==> src/rtl/bus_arbiter.sv <==
// bus_arbiter: round-robin sharing of one downstream bus port
// among NUM_MASTERS requesters, one transaction at a time.
module bus_arbiter #(
  parameter int NUM_MASTERS = 2,
  parameter bit WRITE_RESP  = 1'b1,
  parameter int ADDR_W      = 32,
  parameter int DATA_W      = 32,
  parameter int GRANT_W     =
    (NUM_MASTERS > 1) ? $clog2(NUM_MASTERS) : 1
) (
  input  logic clk,
  input  logic reset_n,

  input  logic [NUM_MASTERS-1:0][ADDR_W-1:0]   in_maddr,
  input  logic [NUM_MASTERS-1:0][1:0]          in_mcmd,
  input  logic [NUM_MASTERS-1:0][DATA_W-1:0]   in_mdata,
  input  logic [NUM_MASTERS-1:0][DATA_W/8-1:0] in_mbyteen,
  input  logic [NUM_MASTERS-1:0]               in_mrespaccept,
  output logic [NUM_MASTERS-1:0]               in_scmdaccept,
  output logic [NUM_MASTERS-1:0][1:0]          in_sresp,
  output logic [NUM_MASTERS-1:0][DATA_W-1:0]   in_sdata,

  output logic [ADDR_W-1:0]   out_maddr,
  output logic [1:0]          out_mcmd,
  output logic [DATA_W-1:0]   out_mdata,
  output logic [DATA_W/8-1:0] out_mbyteen,
  output logic                out_mrespaccept,
  output logic                out_mreset_n,
  input  logic                out_scmdaccept,
  input  logic [1:0]          out_sresp,
  input  logic [DATA_W-1:0]   out_sdata,

  output logic [GRANT_W-1:0] grant,
  output logic               busy
);

  localparam int BE_W = DATA_W / 8;

  localparam logic [1:0] CMD_IDLE  = 2'd0;
  localparam logic [1:0] CMD_WR    = 2'd1;
  localparam logic [1:0] RESP_NULL = 2'd0;

  typedef enum logic [1:0] {
    S_IDLE = 2'd0,
    S_CMD  = 2'd1,
    S_RESP = 2'd2
  } state_t;

  state_t state_q, state_d;

  logic [GRANT_W-1:0] grant_q, grant_d;
  logic [GRANT_W-1:0] rr_q, rr_d;
  logic [GRANT_W-1:0] win;
  logic [GRANT_W-1:0] next_ptr;

  logic [NUM_MASTERS-1:0] req;

  logic [ADDR_W-1:0] sel_maddr;
  logic [1:0]        sel_mcmd;
  logic [DATA_W-1:0] sel_mdata;
  logic [BE_W-1:0]   sel_mbyteen;
  logic              sel_mrespaccept;

  logic cmd_fwd;
  logic resp_fwd;

  // First requester at or after p, wrapping at NUM_MASTERS.
  function automatic logic [GRANT_W-1:0] rr_pick(
    input logic [NUM_MASTERS-1:0] r,
    input logic [GRANT_W-1:0]     p
  );
    logic [GRANT_W-1:0] w;
    logic               found;
    int                 idx;
    w     = '0;
    found = 1'b0;
    for (int k = 0; k < NUM_MASTERS; k++) begin
      idx = int'(p) + k;
      if (idx >= NUM_MASTERS) idx = idx - NUM_MASTERS;
      if (!found && r[idx]) begin
        found = 1'b1;
        w     = GRANT_W'(idx);
      end
    end
    return w;
  endfunction

  // Request vector and round-robin winner.
  always_comb begin
    req = '0;
    for (int i = 0; i < NUM_MASTERS; i++) begin
      req[i] = (in_mcmd[i] != CMD_IDLE);
    end
    win = rr_pick(req, rr_q);
  end

  // Pointer to the requester after the current owner.
  always_comb begin
    next_ptr = '0;
    if (grant_q != GRANT_W'(NUM_MASTERS - 1)) begin
      next_ptr = grant_q + GRANT_W'(1);
    end
  end

  // Mux of the granted requester's command fields.
  always_comb begin
    sel_maddr       = '0;
    sel_mcmd        = CMD_IDLE;
    sel_mdata       = '0;
    sel_mbyteen     = '0;
    sel_mrespaccept = 1'b0;
    for (int i = 0; i < NUM_MASTERS; i++) begin
      if (grant_q == GRANT_W'(i)) begin
        sel_maddr       = in_maddr[i];
        sel_mcmd        = in_mcmd[i];
        sel_mdata       = in_mdata[i];
        sel_mbyteen     = in_mbyteen[i];
        sel_mrespaccept = in_mrespaccept[i];
      end
    end
  end

  // Sequencing: next state, grant, pointer and downstream drive.
  always_comb begin
    state_d         = state_q;
    grant_d         = grant_q;
    rr_d            = rr_q;
    cmd_fwd         = 1'b0;
    resp_fwd        = 1'b0;
    out_maddr       = '0;
    out_mcmd        = CMD_IDLE;
    out_mdata       = '0;
    out_mbyteen     = '0;
    out_mrespaccept = 1'b0;
    unique case (state_q)
      S_IDLE: begin
        if (|req) begin
          grant_d = win;
          state_d = S_CMD;
        end
      end
      S_CMD: begin
        out_maddr       = sel_maddr;
        out_mcmd        = sel_mcmd;
        out_mdata       = sel_mdata;
        out_mbyteen     = sel_mbyteen;
        out_mrespaccept = sel_mrespaccept;
        cmd_fwd         = 1'b1;
        if (sel_mcmd == CMD_IDLE) begin
          // requester gave up: keep its turn
          state_d = S_IDLE;
        end else if (out_scmdaccept) begin
          if (sel_mcmd == CMD_WR && !WRITE_RESP) begin
            state_d = S_IDLE;
            rr_d    = next_ptr;
          end else begin
            state_d = S_RESP;
          end
        end
      end
      S_RESP: begin
        out_mrespaccept = sel_mrespaccept;
        resp_fwd        = 1'b1;
        if (out_sresp != RESP_NULL && sel_mrespaccept) begin
          state_d = S_IDLE;
          rr_d    = next_ptr;
        end
      end
      default: begin
        state_d = S_IDLE;
      end
    endcase
  end

  // Upstream return path: only the owner sees accept/response.
  always_comb begin
    in_scmdaccept = '0;
    in_sresp      = '0;
    in_sdata      = '0;
    for (int i = 0; i < NUM_MASTERS; i++) begin
      if (grant_q == GRANT_W'(i)) begin
        in_scmdaccept[i] = cmd_fwd && out_scmdaccept;
        if (resp_fwd) begin
          in_sresp[i] = out_sresp;
          in_sdata[i] = out_sdata;
        end
      end
    end
  end

  // State, grant and round-robin pointer registers.
  always_ff @(posedge clk or negedge reset_n) begin
    if (!reset_n) begin
      state_q <= S_IDLE;
      grant_q <= '0;
      rr_q    <= '0;
    end else begin
      state_q <= state_d;
      grant_q <= grant_d;
      rr_q    <= rr_d;
    end
  end

  assign out_mreset_n = reset_n;
  assign grant        = grant_q;
  assign busy         = (state_q != S_IDLE);

endmodule

==> config.mk <==
export PLATFORM = sky130hd
export DESIGN_NAME = bus_arbiter
export DESIGN_NICKNAME = d
export VERILOG_FILES = /design/src/rtl/bus_arbiter.sv
export SDC_FILE = /design/constraint.sdc
export NUM_CORES = 1
export LEC_CHECK = 0
export BUFFER_PORTS_ARGS = -buffer_cell sky130_fd_sc_hd__clkbuf_2
export CORE_AREA = 2 2 126 128
export DETAILED_ROUTE_END_ITERATION = 6
export DIE_AREA = 0 0 128 130
export GPL_ROUTABILITY_DRIVEN = 0
export SLEW_MARGIN = 40
export SYNTH_ARGS = -nofsm -noshare
export SYNTH_HDL_FRONTEND = slang
export SYNTH_SLANG_ARGS = --single-unit
==> constraint.sdc <==
create_clock -name clk -period 4.38 [get_ports clk]
set_clock_uncertainty 0.2 [all_clocks]
set_input_delay 0.438 -clock clk [delete_from_list [all_inputs] [get_ports clk]]
set_output_delay 0.438 -clock clk [all_outputs]
set_load 0.01 [all_outputs]
======== After elaboration in Yosys (flattened, before gate mapping) ========
Cells that the tools add are included.
cells by class
  equality and inequality tests ........... 5
  multiplexer cells ....................... 37
  add/sub/neg operators ................... 4
  order comparisons ....................... 4
  reduce and logical (&&, ||, !) cells .... 15
operators by type and width
  kind                 count
  $mux 32              9
  $lt 32x3->1 const B  2
  $mux 2               9
  $mux 1               16
  $mux 4               2
  $reduce_bool 2->1    4
  $pmux 2 s3           1
  $logic_not 2->1      2
  $ne 2x2->1 const B   2
  $reduce_and 2->1     2
  $reduce_or 2->1      2
  $logic_and 1x1->1    3
  $ne 3x3->1 const B   1
  $reduce_and 3->1     1
  $sub 1x2->3 const B  1
  $sub 2x2->3 const B  1
  $add 1x1->2 const B  1
  $eq 2x1->1 const B   1
  $eq 2x2->1 const B   1
  $ge 1x2->1 const B   1
  $ge 2x2->1 const B   1
  $add 1x1->1 const B  1
  $logic_not 1->1      1
storage, ports and cells
  output and inout bits ................... 144
  register bits ........................... 4
  input port bits ......................... 179

======== Depth between registers and ports, before layout ========
  word-level depth ........................ 9
  depth in mapped cells ................... 6

======== Least setup slack after synthesis ========
OpenSTA, ideal clock, no wires.
  path kind ............................... register to output
  start ................................... reg state_q[0]
  end ..................................... out in_sdata[10] (netlist name)
  data required time ...................... 3.742 ns
  setup slack ............................. 2.417 ns
  cell stages (with the launch flop) ...... 6
  path buffers ............................ 1
  arrival ................................. 1.325 ns
  cell sequence ........................... dfrtp_1 -> inv_1 -> ha_1 -> and2b_1 -> clkbuf_1 -> and2_1
RTL lines
  what                    RTL line  source
  start, declared         49        state_t state_q, state_d;
  start signal, assigned  198       state_q <= state_d;
  end, declared           21        output logic [NUM_MASTERS-1:0][DATA_W-1:0] in_sdata,

======== Worst setup path in the final report ========
  start ................................... reg state_q[1]
  end ..................................... out out_mdata[3]
between the ends
  longest elaborated chain between the ends .. 2
RTL lines
  what           RTL line  source
  $eq 2x1->1     135       unique case (state_q)
  $mux 32        135
  end, declared  25        output logic [DATA_W-1:0] out_mdata,
Every way passes these cells.

==> metrics.md <==
| Metric | Value |
|---|---|
| Run status | complete, no violations |
| Max-Cap Viols | 0 |
| CTS tree | built |
| DIE WIDTH | between 100 and 150 µm |
| DR vias/cell | slightly below 4 |
| YS warnings | 0 |
| Crit path kind | flop to primary output |
| # fillers | 1752 |
| DP HPWL | just under 8000 µm |
| Initial antenna violation count | 0 |
| CP required | between 3 and 4 ns |
| P_leak | 0.00259 µW |
| CORE AREA | between 15000 and 20000 µm² |
| Via count | around 3000 |
| Setup_tns | 0 ns |
| Hold worst-path end | rr_q |
| Initial DRC count | between 60 and 70 |
| Post-Syn Nets | 451 |
| Die height | between 100 and 150 µm |
| Syn_area_per_cell | slightly below 7 µm² |
| Slowest cell on crit path | clkinv_2 |
| Pin count of the biggest net entering global routing | between 60 and 70 |
| Reg2Reg Depth | 6 |
| Area leader, netlist | mux2i_1 |
| Final setup violation count | 0 |
| Root Driver | clkbuf_16 |
| Share of layout cells above drive strength 1 | 0.584 |
| Layout net count | between 700 and 800 |
| Worst reg2reg setup slack | 2.12 ns |
| Final hold violations | 0 |
| Most frequent cells in the layout | 322 x clkbuf_2, 75 x nor2_1, 72 x mux2i_1 |
| Crit path from | state_q[1] |
| Least-Margin Pin Slew | between 0.6 and 0.7 ns |
| Drt total wl | 8960 µm |
| Commonest non-fill, non-tap cell in the layout | clkbuf_2 |
| Gr usage total | 0.0913 |
| Later-pin clock latency in the skew report | 0.23 ns |
| H-tree lvl count | 1 |
| Synth unique cells | 26 |
| Pwr Total | about 1600 µW |
| Post-Synthesis Cells | roughly 270 |
| Pwr dens | ~420 nW/µm² |
| Num CTS Buffers | 3 |
| Die Footprint | roughly 17000 µm² |
| Period utilization | 0.643 |
| Clk sink count | 4 |
| Startpoint Class | flop |
| Critical Path AT | roughly 2.2 ns |
| PortBufs | approximately 320 |
| Worst-path clk slew | approximately 0.03 ns |
| Min-delay src | in_mrespaccept[1] |
| Cell Chain, Critical Path | inv_1 -> ha_1 -> clkinv_2 -> buf_4 -> nor2_1 -> clkbuf_2 |
| Yosys reg bits | 4 |
| Critical path fanouts, max | 47 |
| CP max stage delay | about 0.5 ns |
| Vias in the first global route | 2466 |
| Remaining routing DRC violations | 0 |
| Hold path cells | 3 |
| Boundary Pins | approximately 320 |
| DR WL/cell | 11.7 µm |
| Min Tclk post-route | 2.82 ns |
| ANT cells | 0 |
| Worst Hold Class | primary input to flop |
| CP Capture Type | primary output |
| Slew margin rel. | 0.558 |
| Largest cells by area after synthesis | mux2i_1 39%, nor2_1 15%, and3_1 12% |
| Fmax | approximately 360 MHz |
| R2R Path End | state_q[0] |
| VDD IR max | between 0.15 and 0.2 mV |
| RSZ-0062 raised after global routing | false |
| Seq/Total Area, Yosys | 0.0543 |
| Mapped Area | about 1800 µm² |
| CTS resizes | 0 |
| Drt pass-1 iters | 4 |
| Initial Util | 0.119 |
| Worst r2r src | state_q[1] |
| First-pass GRT wire length | 12200 µm |
| Yosys top cell area share | 0.391 |
| Num rows | 46 |
| Maximum clock insertion buffer count | 2 |
| Post-route ant nets | 0 |
| GRT overflow | 0 |
| Fin. max-slew vios | 0 |
| Synthesis-to-finish area growth | 100% |
[sequential cells by signal (all words and copies together), names as in the netlist]
name / cells
state_q: 2
rr_q: 1
grant: 1
[final cells by class]
type | count | area [µm²] | area share
inverters | 4 | 16.3 | 0.00441
clock buffers | 4 | 78.8 | 0.0214
multi-input cells | 235 | 1590 | 0.430
well taps | 192 | 240 | 0.0651
flip-flops and latches | 4 | 104 | 0.0282
repair buffers | 327 | 1660 | 0.451
[per-stage QoR]
step | cells | hold WS (ns) | area (µm²) | util | worst slack, ns
2_1_floorplan | 269 | -0.0576 | 1840 | - | 2.42
3_3_place_gp | 761 | 0.0552 | 3600 | 0.233 | 1.69
6_report | 766 | 0.339 | 3690 | 0.239 | 1.56
4_1_cts | 766 | 0.338 | 3690 | 0.239 | 1.50
5_1_grt | 766 | 0.360 | 3690 | 0.239 | 1.37
3_5_place_dp | 761 | 0.0553 | 3600 | 0.233 | 1.74
[cells in the mapped netlist]
| cell type | count |
|---|---|
| a21bo_2 | 1 |
| buf_6 | 2 |
| nor2b_1 | 3 |
| inv_1 | 3 |
| nand2_1 | 1 |
| and3_1 | 35 |
| nor2_1 | 75 |
| and2b_1 | 1 |
| mux2i_1 | 72 |
| clkbuf_1 | 14 |
| a211o_1 | 1 |
| clkbuf_2 | 2 |
| buf_4 | 7 |
| inv_2 | 1 |
| buf_2 | 1 |
| a21oi_1 | 1 |
| and2_1 | 34 |
| nand3_1 | 1 |
| o211ai_2 | 1 |
| o32a_1 | 1 |
| dfrtp_1 | 4 |
| nor3_1 | 1 |
| o21ai_2 | 1 |
| ha_1 | 3 |
| o21ai_0 | 1 |
| a31oi_1 | 2 |
[report_power, final]
group / internal, µW / switching (µW)
sequential: 54.8 / 47.8
combinational: 573 / 732
clock: 121 / 29.1
[logic make-up (layout without fill, tap and decap cells)]
| kind of cell | after synthesis | after routing | synth area share |
|---|---|---|---|
| flip-flops | 4 | 4 | 0.0543 |
| multiplexers | 72 | 72 | 0.391 |
| AO/OA/AOI/OAI | 9 | 9 | 0.0394 |
| adder cells (fa/ha/maj) | 3 | 3 | 0.0204 |
| buffers and inverters | 30 | 335 | 0.0856 |
| AND/OR/NAND/NOR | 151 | 151 | 0.409 |
[worst max-delay path, delay by kind of cell, from the launching register on]
kind,cells,cell delay [ns]
adder cells (fa/ha/maj),1,0.19
AND/OR/NAND/NOR,1,0.15
flip-flops,1,0.38
buffers and inverters,4,1.20
[what timing repair did]
item,CTS,global route
buffers inserted,0,0
hold buffers,1,0
endpoints found under the hold margin,4,0
[worst max-delay path by stage]
| stage | cells after the start | end | slack, ns |
|---|---|---|---|
| after floorplan | 5 | in_sdata[10] | 2.42 |
| after global placement | 6 | in_sdata[28] | 1.69 |
| after detailed placement | 6 | in_sdata[28] | 1.74 |
| final | 6 | out_mdata[3] | 1.56 |
| after global routing | 6 | out_mdata[3] | 1.37 |
| after CTS | 6 | in_sdata[28] | 1.50 |
[routing by layer]
metal	up-vias	wire (µm)	global-route usage
li1	1516	-	-
met1	1299	3590	0.111
met2	191	4530	0.179
met3	2	826	0.0103
met4	0	17	0.00776
met5	-	0	0
(Power assumes the default switching activity.)
